## src/rtl/demux_stream_router_4ch_if.sv

```systemverilog
// Handshake bundle between the upstream producer, the 1:4 router and the
// four downstream channel consumers.
interface demux_stream_router_4ch_if #(
  parameter int DATA_W = 8
);
  logic                  mode;
  logic                  in_valid;
  logic                  in_ready;
  logic [DATA_W-1:0]     in_data;
  logic [1:0]            in_sel;
  logic [3:0]            out_valid;
  logic [3:0]            out_ready;
  logic [4*DATA_W-1:0]   out_data;
  logic [1:0]            last_sel;
  logic [7:0]            xfer_count;

  // Producer/consumer side (testbench or surrounding fabric)
  modport master (
    output mode, in_valid, in_data, in_sel, out_ready,
    input  in_ready, out_valid, out_data, last_sel, xfer_count
  );

  // Router side
  modport slave (
    input  mode, in_valid, in_data, in_sel, out_ready,
    output in_ready, out_valid, out_data, last_sel, xfer_count
  );
endinterface

```

## src/rtl/demux_stream_router_4ch.sv

```systemverilog
// 1:4 stream router: one handshaked input, four one-entry holding registers.
// Channel is chosen by in_sel (addressed) or a strict round-robin pointer.

// One channel holding register. A load wins over a same-cycle drain, so the
// old word is consumed and the new one takes its place without a bubble.
module demux_stream_router_4ch_lane #(
  parameter int DATA_W = 8
) (
  input  logic              clk,
  input  logic              rst,
  input  logic              load,
  input  logic              ready,
  input  logic [DATA_W-1:0] d,
  output logic              full,
  output logic [DATA_W-1:0] data
);
  // Holding register: load, else drain (data kept), else hold
  always_ff @(posedge clk) begin
    if (rst) begin
      full <= 1'b0;
      data <= '0;
    end else if (load) begin
      full <= 1'b1;
      data <= d;
    end else if (full && ready) begin
      full <= 1'b0;
    end
  end
endmodule

module demux_stream_router_4ch #(
  parameter int DATA_W = 8
) (
  input logic                    clk,
  input logic                    rst,
  demux_stream_router_4ch_if.slave bus
);
  localparam int NUM_LANES = 4;

  logic [1:0]                            tgt;
  logic [1:0]                            rr_ptr;
  logic [1:0]                            last_sel;
  logic [7:0]                            xfer_count;
  logic                                  accept;
  logic [NUM_LANES-1:0]                  full;
  logic [NUM_LANES-1:0]                  load;
  logic [NUM_LANES-1:0][DATA_W-1:0]      data;

  // Target is purely combinational; ready passes straight through from the
  // target's consumer so a draining channel can be refilled in the same cycle.
  assign tgt          = bus.mode ? rr_ptr : bus.in_sel;
  assign bus.in_ready = ~full[tgt] | bus.out_ready[tgt];
  assign accept       = bus.in_valid & bus.in_ready;

  for (genvar k = 0; k < NUM_LANES; k++) begin : g_lane
    // load only on accept, which already requires in_valid, so an unknown
    // in_data while idle never reaches a register
    assign load[k] = accept & (tgt == 2'(k));

    demux_stream_router_4ch_lane #(.DATA_W(DATA_W)) u_lane (
      .clk   (clk),
      .rst   (rst),
      .load  (load[k]),
      .ready (bus.out_ready[k]),
      .d     (bus.in_data),
      .full  (full[k]),
      .data  (data[k])
    );
  end

  // Rotation pointer, last target and transfer counter; pointer only moves on
  // round-robin accepts so a mode switch resumes where it left off.
  always_ff @(posedge clk) begin
    if (rst) begin
      rr_ptr     <= '0;
      last_sel   <= '0;
      xfer_count <= '0;
    end else if (accept) begin
      if (bus.mode) rr_ptr <= rr_ptr + 2'd1;
      last_sel   <= tgt;
      xfer_count <= xfer_count + 8'd1;
    end
  end

  assign bus.out_valid  = full;
  assign bus.out_data   = data;
  assign bus.last_sel   = last_sel;
  assign bus.xfer_count = xfer_count;
endmodule

```

## src/flat_wrapper.sv

```systemverilog
// flat-port wrapper written by rule: the top's interface ports become plain ports
module demux_stream_router_4ch_flat 
#(
  parameter int DATA_W = 8
)
  (clk, rst, bus_mode, bus_in_valid, bus_in_data, bus_in_sel, bus_out_ready, bus_in_ready, bus_out_valid, bus_out_data, bus_last_sel, bus_xfer_count);
  demux_stream_router_4ch_if #(.DATA_W(DATA_W)) bus_i ();
  input logic clk;
  input logic rst;
  input wire logic [$bits(bus_i.mode)-1:0] bus_mode;
  input wire logic [$bits(bus_i.in_valid)-1:0] bus_in_valid;
  input wire logic [$bits(bus_i.in_data)-1:0] bus_in_data;
  input wire logic [$bits(bus_i.in_sel)-1:0] bus_in_sel;
  input wire logic [$bits(bus_i.out_ready)-1:0] bus_out_ready;
  output wire logic [$bits(bus_i.in_ready)-1:0] bus_in_ready;
  output wire logic [$bits(bus_i.out_valid)-1:0] bus_out_valid;
  output wire logic [$bits(bus_i.out_data)-1:0] bus_out_data;
  output wire logic [$bits(bus_i.last_sel)-1:0] bus_last_sel;
  output wire logic [$bits(bus_i.xfer_count)-1:0] bus_xfer_count;
  assign bus_i.mode = bus_mode;
  assign bus_i.in_valid = bus_in_valid;
  assign bus_i.in_data = bus_in_data;
  assign bus_i.in_sel = bus_in_sel;
  assign bus_i.out_ready = bus_out_ready;
  assign bus_in_ready = bus_i.in_ready;
  assign bus_out_valid = bus_i.out_valid;
  assign bus_out_data = bus_i.out_data;
  assign bus_last_sel = bus_i.last_sel;
  assign bus_xfer_count = bus_i.xfer_count;
  demux_stream_router_4ch #(.DATA_W(DATA_W)) u_core (.clk(clk), .rst(rst), .bus(bus_i));
endmodule
```

## config.mk

```make
export PLATFORM = sky130hd
export DESIGN_NAME = demux_stream_router_4ch_flat
export DESIGN_NICKNAME = d
export VERILOG_FILES = /design/src/rtl/demux_stream_router_4ch_if.sv /design/src/rtl/demux_stream_router_4ch.sv /design/src/flat_wrapper.sv
export SDC_FILE = /design/constraint.sdc
export NUM_CORES = 1
export LEC_CHECK = 0
export CAP_MARGIN = 20
export CORE_ASPECT_RATIO = 0.9
export CORE_MARGIN = 2
export CORE_UTILIZATION = 30
export CTS_CLUSTER_SIZE = 16
export DETAILED_ROUTE_END_ITERATION = 16
export PLACE_DENSITY = 0.64
export SETUP_SLACK_MARGIN = 0.02
export SLEW_MARGIN = 5
export SYNTH_ARGS = -nofsm -noshare
export SYNTH_HDL_FRONTEND = slang
export SYNTH_SLANG_ARGS = --single-unit
```

## constraint.sdc

```tcl
create_clock -name clk -period 5.09 [get_ports clk]
set_input_delay 1.527 -clock clk [delete_from_list [all_inputs] [get_ports clk]]
set_output_delay 1.527 -clock clk [all_outputs]
set_load 0.01 [all_outputs]
```

### Word-level counts from Yosys, hierarchy flattened

Cells that the tools add are included.

* register bits: 48
* latch bits: 0
* RAM bits: 0
* bits in read-only memories: 0
* bits of input ports: 18
* output and inout bits: 47
* logic and storage cells: 47
* memories: 0

* add/subtract/negate cells: 2
* multiply operators: 0
* divide/modulo/power cells: 0
* $lt $le $gt $ge: 1
* equality and inequality tests: 3
* shift operators: 0
* mux-type cells: 13
* bitwise gates (word level): 7
* reduce and logical (&&, ||, !) cells: 10

Operators by type and width (number)
* 1-bit 2-to-1 mux: 10
* 8-bit by 1-bit adder with 8-bit output (second input constant): 1
* 2-bit nonzero test: 4
* 1-bit bitwise AND: 5
* 1-bit binary-select mux with 2-bit select: 2
* 2-bit equality test (second input constant): 2
* 1-bit logical AND: 4
* 2-bit by 3-bit less-than comparator with 1-bit output (second input constant): 1
* 2-bit by 1-bit adder with 2-bit output (second input constant): 1
* 2-bit by 1-bit equality test with 1-bit output (second input constant): 1
* 2-bit logical NOT: 1
* 2-bit 2-to-1 mux: 1
* 2-bit AND reduction: 1
* 1-bit NOT: 1
* 1-bit bitwise OR: 1

### Longest topological paths before layout

Gate-level depths: netlist of run 1.

* depth after elaboration: 8
* gate-level depth with buffers: 6
* depth with buffers taken out: 5

### Hierarchy

Synthesis of run 1 repeated with hierarchy kept, for this count alone.

* cells, all modules: 204
* area total of the unflattened synthesis: 1989.4 um^2

Modules (own cells, without submodules)
* demux_stream_router_4ch_lane: instances 4, cells each 30, area an instance 321.6 um^2, seq. area each 180.2 um^2
* demux_stream_router_4ch: instances 1, cells each 84, area an instance 703.2 um^2, seq. area each 240.2 um^2

### Worst setup path before layout of run 1

OpenSTA, ideal clock, no wires.

* kind: input port to output port
* start: in bus_mode
* end: out bus_in_ready
* arrival time: 2.499 ns
* required time: 3.563 ns
* path slack: 1.064 ns
* stages on the path: 2
* buffers on the path: 0
* cell sequence: mux2i_1 mux4_1

* cells in the longest elaborated chain, start to end: 5
* elaborated cells on any way between the ends: 7
* those cells by class: mux (5); bitwise (2)

RTL lines
* start, declared: RTL line flat_wrapper.sv:10 `input wire logic [$bits(bus_i.mode)-1:0] bus_mode;`
* 2-bit 2-to-1 mux *: RTL line demux_stream_router_4ch.sv:51 `assign tgt = bus.mode ? rr_ptr : bus.in_sel;`
* 1-bit binary-select mux with 2-bit select: RTL line demux_stream_router_4ch.sv:52 `assign bus.in_ready = ~full[tgt] | bus.out_ready[tgt];`
* 1-bit 2-to-1 mux (implied by the code): RTL line demux_stream_router_4ch.sv:52
* 1-bit NOT: RTL line demux_stream_router_4ch.sv:52
* 1-bit bitwise OR *: RTL line demux_stream_router_4ch.sv:52
* end, declared: RTL line flat_wrapper.sv:15 `output wire logic [$bits(bus_i.in_ready)-1:0] bus_in_ready;`

Every way passes the cells marked *; elsewhere a longest branch is shown, timed or not. The select of a mux whose other input is x is not followed.

### Worst setup path in the final report of run 1

Same ends and word-level chain as after synthesis.

==> flow_metrics.py, run 1 <==
metrics = {
    "finish": {
        "diodes": 0,
        "layout.nets": 273,
        "area_growth_pct": 40.3,
        "layout-drive-gt1-share_pct": 7.45,
        "fin_area_um2": 2750,
    },
    "grt": {
        "grt_antenna_before_repair": 0,
        "gr-usage-all-layers_pct": 13.0,
        "grt.overflow.total": 0,
        "grt_pass1_vias": 1417,
        "grt_pass1_wl_um": 7080,
        "grt_max_degree": 50,
    },
    "die": {
        "fp-row-count": 27,
        "die_h_um": 80.7,
        "die-width_um": 89.2,
        "initial_core_util_pct": 31.5,
        "coreArea_um2": 6220,
        "io_pins": 65,
        "die_area_um2": 7200,
    },
    "critical_path": {
        "cp_max_fo": 2,
        "r2r_cells": 5,
        "end_kind": "output port",
        "rrSetupSlack_ps": 3050,
        "critPathMaxStageDelay_ps": 590,
        "cp_common_cell": "clkdlybuf4s50_1",
        "r2r_start": "u_core.rr_ptr[1]",
        "cp_cell_sequence": "clkdlybuf4s50_1 -> mux2i_1 -> mux4_1 -> clkdlybuf4s50_1",
        "critPathSlowestCell": "mux4_1",
        "critPathKind": "in -> out",
        "crit_path_start_kind": "input pin",
        "cp_data_required_time_ps": 3560,
        "r2r-end": "u_core.bus.xfer_count[5]",
        "critical_path_arrival_ps": 3380,
    },
    "route": {
        "wl_um": 4550,
        "drc_errors": 0,
        "detail-route-antenna-nets": 0,
        "wl_per_cell_um": 13.3,
        "via_per_inst": 4.56,
        "initialDrtViolationCount": 58,
        "vias": 1560,
        "firstDrtPassIters": 4,
    },
    "synthesis": {
        "synth_top_area_share_pct": 49.0,
        "synth_most_common_cell": "dfxtp_1",
        "synth_warnings": 0,
        "ys_ff_latch": 48,
        "synth-edff-count": 0,
        "yosysSeqAreaShare_pct": 49.0,
        "ys_types": 34,
        "syn_inst": 195,
        "postSynthAreaPerCell_um2": 10.1,
        "async_flop_share_pct": 0,
        "synth_nets": 214,
        "yosysTopAreaCell": "dfxtp_1",
        "synth_area_um2": 1960,
        "synth_common_cells": "dfxtp_1, nor2_1, mux2i_1",
        "synthFlopType": "dfxtp_1",
        "synth_top_cells_by_area": "dfxtp_1, mux2i_1, nor2_1",
    },
    "clock_tree": {
        "numCtsBuffers": 5,
        "post_cts_buffers": 0,
        "clockRootBuffer": "clkbuf_8",
        "clk_latency_ps": 300,
        "cts_max_level": 2,
        "cts_buffer_depth": 2,
        "cts.clk_slew.worst_paths_ps": 90,
        "post_cts_resized": 0,
        "ctsHoldBuffers": 0,
        "cts_tree": "done",
        "cts.sinks": 48,
    },
    "power_and_ir_drop": {
        "peakVddDrop_v": 0.000115,
        "power.leakage_uw": 0.00117,
        "cellPowerDensity_nw_per_um2": 288,
    },
    "sta": {
        "setup_viol": 0,
        "max_freq_ghz": 0.204,
        "setup-tns-final_ps": 0,
        "maxSlewHeadroom_pct": 42.0,
        "hold_viol": 0,
        "slew_violations": 0,
        "worst_pin_slew_ps": 869,
        "period_share_pct": 96.4,
        "layout_min_cycle_time_ps": 4910,
        "grt_setup_unrepaired": "false",
        "skew_ps": 4.94,
    },
    "place": {
        "place.gp.congestion": 0.771,
        "port_buffers": 64,
        "placed_area_um2": 2640,
        "place_hpwl_um": 3140,
    },
    "worst_hold_path": {
        "min_path_cells": 2,
        "hp-start": "u_core.bus.last_sel[1]",
        "whs_endpoint": "u_core.bus.last_sel[1]",
        "hp-class": "reg -> reg",
    },
    "outcome": {
        "outcome": "completed",
    },
    "flow_run": {
        "drv_cap": 0,
    },
}
[registers in the layout, indices dropped and copies added (netlist names)]
register and flops:
u_core.g_lane.u_lane.data 32, u_core.bus.xfer_count 8, u_core.rr_ptr 2, u_core.g_lane.u_lane.full 4
u_core.bus.last_sel 2
[layout by cell type (no fill, tap or decap), types with 2 or more instances in the layout]
cell type	Yosys	layout
or3_1	3	3
inv_1	3	3
buf_4	4	2
clkdlybuf4s50_1	0	63
nand4b_1	2	2
clkbuf_8	0	5
nand3_1	4	4
mux2i_1	35	35
nand4_1	5	5
mux2_2	2	2
o21ai_0	5	5
a21oi_1	10	10
nand2b_1	4	4
dfxtp_1	48	48
xor2_1	2	2
nor2_1	38	38
nand2_1	4	4
[final cells by class]
| type | count | area (um2) |
|---|---|---|
| Fill cell | 619 | 3460 |
| Sequential cell | 48 | 961 |
| Multi-Input combinational cell | 130 | 908 |
| Timing Repair Buffer | 66 | 651 |
| Tap cell | 87 | 109 |
| Clock buffer | 5 | 68.8 |
| Clock inverter | 3 | 42.5 |
| Inverter | 3 | 11.3 |
[report_power, final]
part,switching (uW),leakage (uW),internal (uW)
logic,53.7,0.000730,62.5
registers,11.9,0.000390,391
clock network,128,0.0000541,145
[critical path: cells and delay by family]
kind | cells | cell delay [ps]
multiplexers | 2 | 870
buffers and inverters | 2 | 990
[layer usage]
layer / share of wire (%) / routed length, um / up-vias / track usage, %
met3: 4.3 / 196 / 6 / 3.39
met4: 1.6 / 74 / 0 / 5.37
met2: 44 / 2010 / 33 / 19.2
li1: - / - / 791 / -
met1: 50 / 2270 / 730 / 17.9
met5: 0 / 0 / - / 0
[worst max path at each step]
stage	startpoint	to	depth (start not counted)
floorplan	bus_mode	bus_in_ready	2
global placement	bus_mode	bus_in_ready	4
detailed placement	bus_mode	bus_in_ready	4
CTS	bus_mode	bus_in_ready	4
global route	bus_mode	bus_in_ready	4
finish	bus_mode	bus_in_ready	4
[kinds of logic (layout without fill, tap and decap cells)]
| group | count (synthesis) | after routing | synth area share, % |
|---|---|---|---|
| AO/OA/AOI/OAI | 20 | 20 | 6.38 |
| XOR/XNOR | 2 | 2 | 0.894 |
| adder cells (fa/ha/maj) | 1 | 1 | 0.638 |
| buffers and inverters | 17 | 77 | 4.66 |
| flip-flops | 48 | 48 | 49.0 |
| multiplexers | 40 | 40 | 22.3 |
| AND/OR/NAND/NOR | 67 | 67 | 16.1 |
[metrics by stage]
stage | utilization, % | hold WS [ps] | worst slack [ps] | instances | total power [uW]
floorplan | - | 478 | 1060 | 195 | 472
finish | 44.3 | 469 | 182 | 342 | 792
CTS | 44.3 | 475 | 157 | 342 | 804
global route | 44.3 | 506 | 139 | 342 | 834
global placement | 42.5 | 449 | 213 | 334 | 528
detailed placement | 42.5 | 457 | 162 | 334 | 529
Note: power is estimated with default switching activity, not from simulation.
==> run 2: changes to the inputs <==
Settings changed: CAP_MARGIN 20 to 15, MAX_ROUTING_LAYER set to met4.
==> flow_metrics.py, run 2 (synthesis results as in run 1) <==
metrics = {
    "critical_path": {
        "r2r_cells": 5,
        "r2r-end": "u_core.bus.xfer_count[5]",
        "cp_max_fo": 2,
        "critPathKind": "in -> out",
        "cp_data_required_time_ps": 3560,
        "end_kind": "output port",
        "crit_path_start_kind": "input pin",
        "rrSetupSlack_ps": 3050,
        "r2r_start": "u_core.rr_ptr[1]",
        "critical_path_arrival_ps": 3380,
    },
    "grt": {
        "grt_max_degree": 50,
        "grt_antenna_before_repair": 0,
        "gr-usage-all-layers_pct": 13.3,
        "grt_pass1_wl_um": 7070,
        "grt.overflow.total": 0,
        "grt_pass1_vias": 1427,
    },
    "die": {
        "die_h_um": 80.7,
        "io_pins": 65,
        "coreArea_um2": 6220,
        "die-width_um": 89.2,
        "fp-row-count": 27,
        "die_area_um2": 7200,
        "initial_core_util_pct": 31.5,
    },
    "finish": {
        "reg_top3": "u_core.g_lane.u_lane.data (32), u_core.bus.xfer_count (8), u_core.g_lane.u_lane.full (4)",
        "diodes": 0,
        "final_common_cell": "clkdlybuf4s50_1",
        "largest_register_ffs": 32,
        "regMostFlops": "u_core.g_lane.u_lane.data",
        "layout.nets": 273,
        "layout.cells.most_common_list": "clkdlybuf4s50_1, dfxtp_1, nor2_1",
        "final_cells": 342,
        "layout-drive-gt1-share_pct": 7.45,
        "nFillCells": 619,
        "area_growth_pct": 40.3,
    },
    "power_and_ir_drop": {
        "cellPowerDensity_nw_per_um2": 288,
        "clockPowerShare_pct": 34.6,
        "power.leakage_uw": 0.00117,
        "p_int_uw": 599,
        "sequentialPowerShare_pct": 50.8,
        "peakVddDrop_v": 0.000115,
        "share_comb_of_total_power_pct": 14.6,
        "swShare_pct": 24.5,
        "net-switching-power_uw": 194,
    },
    "clock_tree": {
        "clk_latency_ps": 300,
        "post_cts_resized": 0,
        "cts_max_level": 2,
        "clockRootBuffer": "clkbuf_8",
        "numCtsBuffers": 5,
        "cts.sinks": 48,
        "post_cts_buffers": 0,
        "ctsHoldBuffers": 0,
        "cts_buffer_depth": 2,
        "cts.clk_slew.worst_paths_ps": 90,
        "cts_tree": "done",
    },
    "sta": {
        "layout_min_cycle_time_ps": 4910,
        "period_share_pct": 96.4,
        "worst_pin_slew_ps": 872,
        "skew_ps": 4.53,
        "hold_viol": 0,
        "maxSlewHeadroom_pct": 41.9,
        "slew_violations": 0,
        "grt_setup_unrepaired": "false",
        "max_freq_ghz": 0.204,
        "setup-tns-final_ps": 0,
        "setup_viol": 0,
    },
    "flow_run": {
        "drv_cap": 0,
    },
    "route": {
        "wl_met3_um": 184,
        "wl_um": 4570,
        "top_layer_used": "met4",
        "vias": 1562,
        "wl_met2_um": 2020,
        "wl_per_cell_um": 13.4,
        "drt-met1-wl_um": 2290,
        "via_per_inst": 4.57,
        "firstDrtPassIters": 4,
        "drc_errors": 0,
        "initialDrtViolationCount": 59,
        "detail-route-antenna-nets": 0,
    },
    "place": {
        "place.gp.congestion": 0.781,
        "dp_cells": 334,
        "port_buffers": 64,
        "place_hpwl_um": 3140,
    },
    "worst_hold_path": {
        "min_path_cells": 2,
        "hp-class": "reg -> reg",
        "whs_endpoint": "u_core.bus.last_sel[1]",
        "hp-start": "u_core.bus.last_sel[1]",
    },
    "outcome": {
        "outcome": "completed",
    },
}
## run 2: cell counts in the layout (fill, tap and decap cells not counted)
Identical to the previous run, type by type.
## run 2: layer usage
metal,vias to the layer above,global-route usage [%]
met5,-,-
met4,0,6.27
met3,7,1.95
met2,38,19.2
met1,726,18.2
li1,791,-
## run 2: worst max-delay path by stage
stage	from	endpoint	cells past startpoint
after floorplan	bus_mode	bus_in_ready	2
after global placement	bus_mode	bus_in_ready	4
after detailed placement	bus_mode	bus_in_ready	4
after CTS	bus_mode	bus_in_ready	4
after global routing	bus_mode	bus_in_ready	4
final	bus_mode	bus_in_ready	4
## run 2: area by class of cell
cell class | instances | area [um2] | area share, %
clock buffer | 5 | 68.8 | 2.50
clock inverter | 3 | 42.5 | 1.55
inverter | 3 | 11.3 | 0.409
multi-input combinational | 130 | 908 | 33.0
sequential | 48 | 961 | 34.9
tap | 87 | 109 | 3.96
timing repair buffer | 66 | 651 | 23.6
## run 2: through the flow
step	setup WS, ps	instance area, um2	power, uW	utilization [%]	hold slack [ps]
finish	182	2750	793	44.3	469
floorplan	1060	1960	472	-	478
global placement	213	2640	528	42.5	449
CTS	157	2750	804	44.3	475
global route	139	2750	832	44.3	506
detailed placement	162	2640	529	42.5	457
## run 2: power groups by stage
stage | Sequential, uW | Combinational, uW | Clock, uW
floorplan | 416 | 56.1 | 0
global placement | 412 | 116 | 0
detailed placement | 412 | 117 | 0
CTS | 403 | 118 | 283
global route | 405 | 127 | 300
finish | 403 | 116 | 274
## run 2: worst max-delay path, stage by stage
cell and delay [ps]:
clkdlybuf4s50_1 500, mux2i_1 280, mux4_1 590, clkdlybuf4s50_1 490
==> run 3: changes to the inputs <==
--- a/config.mk
+++ b/config.mk
@@ -10,7 +10,6 @@
 export CORE_MARGIN = 2
-export CORE_UTILIZATION = 30
-export CTS_CLUSTER_SIZE = 16
+export CORE_UTILIZATION = 48
 export DETAILED_ROUTE_END_ITERATION = 16
 export MAX_ROUTING_LAYER = met4
-export PLACE_DENSITY = 0.64
+export PLACE_DENSITY = 0.91
 export SETUP_SLACK_MARGIN = 0.02
--- a/constraint.sdc
+++ b/constraint.sdc
@@ -3,2 +3,2 @@
 set_output_delay 1.527 -clock clk [all_outputs]
-set_load 0.01 [all_outputs]
+set_load 0.1 [all_outputs]
==> flow_metrics.py, run 3 (synthesis results as in run 1) <==
metrics = {
    "outcome": {
        "outcome": "completed",
    },
    "critical_path": {
        "cp_max_fo": 2,
        "critPathKind": "in -> out",
        "r2r_start": "u_core.rr_ptr[1]",
        "cp_data_required_time_ps": 3560,
        "critPathLaunch": "bus_mode",
        "crit_path_start_kind": "input pin",
        "critical_path_arrival_ps": 3150,
        "end_kind": "output port",
    },
    "die": {
        "io_pins": 65,
        "die_h_um": 64.6,
        "fp-row-count": 22,
        "coreArea_um2": 3990,
        "die_area_um2": 4610,
        "die-width_um": 71.4,
        "initial_core_util_pct": 49.1,
    },
    "clock_tree": {
        "clockRootBuffer": "clkbuf_8",
        "numCtsBuffers": 5,
        "post_cts_buffers": 0,
        "cts_tree": "done",
        "cts_max_level": 2,
        "cts.clk_slew.worst_paths_ps": 90,
        "clk_latency_ps": 290,
        "cts.sinks": 48,
        "cts_buffer_depth": 2,
        "ctsHoldBuffers": 0,
        "post_cts_resized": 0,
    },
    "place": {
        "place_hpwl_um": 2940,
        "port_buffers": 64,
        "place.gp.congestion": 0.795,
    },
    "finish": {
        "layout-drive-gt1-share_pct": 7.84,
        "regMostFlops": "u_core.g_lane.u_lane.data",
        "area_growth_pct": 37.7,
        "layout.nets": 273,
        "reg_top3": "u_core.g_lane.u_lane.data (32), u_core.bus.xfer_count (8), u_core.g_lane.u_lane.full (4)",
        "layout.cells.most_common_list": "clkdlybuf4s50_1, dfxtp_1, nor2_1",
        "diodes": 0,
        "final_common_cell": "clkdlybuf4s50_1",
        "largest_register_ffs": 32,
    },
    "flow_run": {
        "drv_cap": 0,
    },
    "grt": {
        "grt_max_degree": 50,
        "grt_antenna_before_repair": 0,
        "gr-usage-all-layers_pct": 19.9,
        "grt_pass1_wl_um": 6930,
        "grt.overflow.total": 0,
        "grt_pass1_vias": 1480,
    },
    "sta": {
        "layout_min_cycle_time_ps": 4670,
        "setup_viol": 0,
        "hold_viol": 0,
        "maxSlewHeadroom_pct": 33.0,
        "max_freq_ghz": 0.214,
        "period_share_pct": 91.8,
        "slew_violations": 0,
        "worst_pin_slew_ps": 1000,
        "setup-tns-final_ps": 0,
        "grt_setup_unrepaired": "false",
        "hold_slack_ps": 491,
        "skew_ps": 3.37,
    },
    "route": {
        "wl_um": 4350,
        "wl_per_cell_um": 14.4,
        "vias": 1604,
        "via_per_inst": 5.29,
        "initialDrtViolationCount": 62,
        "drc_errors": 0,
        "firstDrtPassIters": 4,
        "detail-route-antenna-nets": 0,
    },
    "power_and_ir_drop": {
        "cellPowerDensity_nw_per_um2": 317,
        "power.leakage_uw": 0.00117,
        "peakVddDrop_v": 0.000219,
    },
    "worst_hold_path": {
        "hp-class": "reg -> reg",
        "hp-start": "u_core.bus.last_sel[1]",
    },
}
[run 3: cell count changes in the layout (fill, tap and decap cells not counted)]
| cell | before | now |
|---|---|---|
| buf_12 | 0 | 1 |
| bufinv_16 | 1 | 0 |
| clkbuf_8 | 5 | 6 |
| clkdlybuf4s50_1 | 63 | 62 |
| clkinv_2 | 1 | 0 |
| clkinvlp_4 | 1 | 2 |
[run 3: worst paths after layout]
path                            cells past startpoint  slack (ps)                  endpoint
worst max register to register                      5        3030  u_core.bus.xfer_count[5]
worst max-delay path                                4         420              bus_in_ready
worst min-delay path                                2         490    u_core.bus.last_sel[1]
worst min register to register                      2         490    u_core.bus.last_sel[1]
[run 3: worst max-delay path, stage by stage]
cell	delay, ps
clkdlybuf4s50_1	490
mux2i_1	290
mux4_1	640
buf_12	200
[run 3: final cells by class]
class | instances | area [um2]
Timing Repair Buffer | 66 | 661
Multi-Input combinational cell | 130 | 908
Tap cell | 48 | 60.1
Sequential cell | 48 | 961
Clock inverter | 2 | 15.0
Clock buffer | 6 | 82.6
Fill cell | 333 | 1290
Inverter | 3 | 11.3
[run 3: layer usage]
| layer | wire [um] | share of wire (%) | track usage, % | vias to the layer above |
|---|---|---|---|---|
| met5 | 0 | 0 | - | - |
| met4 | 65 | 1.5 | 6.60 | 0 |
| met3 | 229 | 5.3 | 5.29 | 6 |
| met2 | 2090 | 48 | 31.6 | 44 |
| met1 | 1970 | 45 | 24.6 | 769 |
| li1 | - | - | - | 785 |
[run 3: power breakdown]
group	switching (uW)	total [uW]	internal, uW
sequential	11.8	403	391
clock	122	232	110
combinational	158	221	63.1
total	292	856	564
[run 3: metrics by stage]
step / instance area, um2 / setup slack, ps / instances / power [uW] / util, %
after floorplan: 1960 / 670 / 195 / 575 / -
after global placement: 2600 / 452 / 295 / 628 / 65.2
after detailed placement: 2600 / 413 / 295 / 632 / 65.2
after CTS: 2700 / 407 / 303 / 865 / 67.6
after global routing: 2700 / 363 / 303 / 894 / 67.6
final: 2700 / 418 / 303 / 856 / 67.6
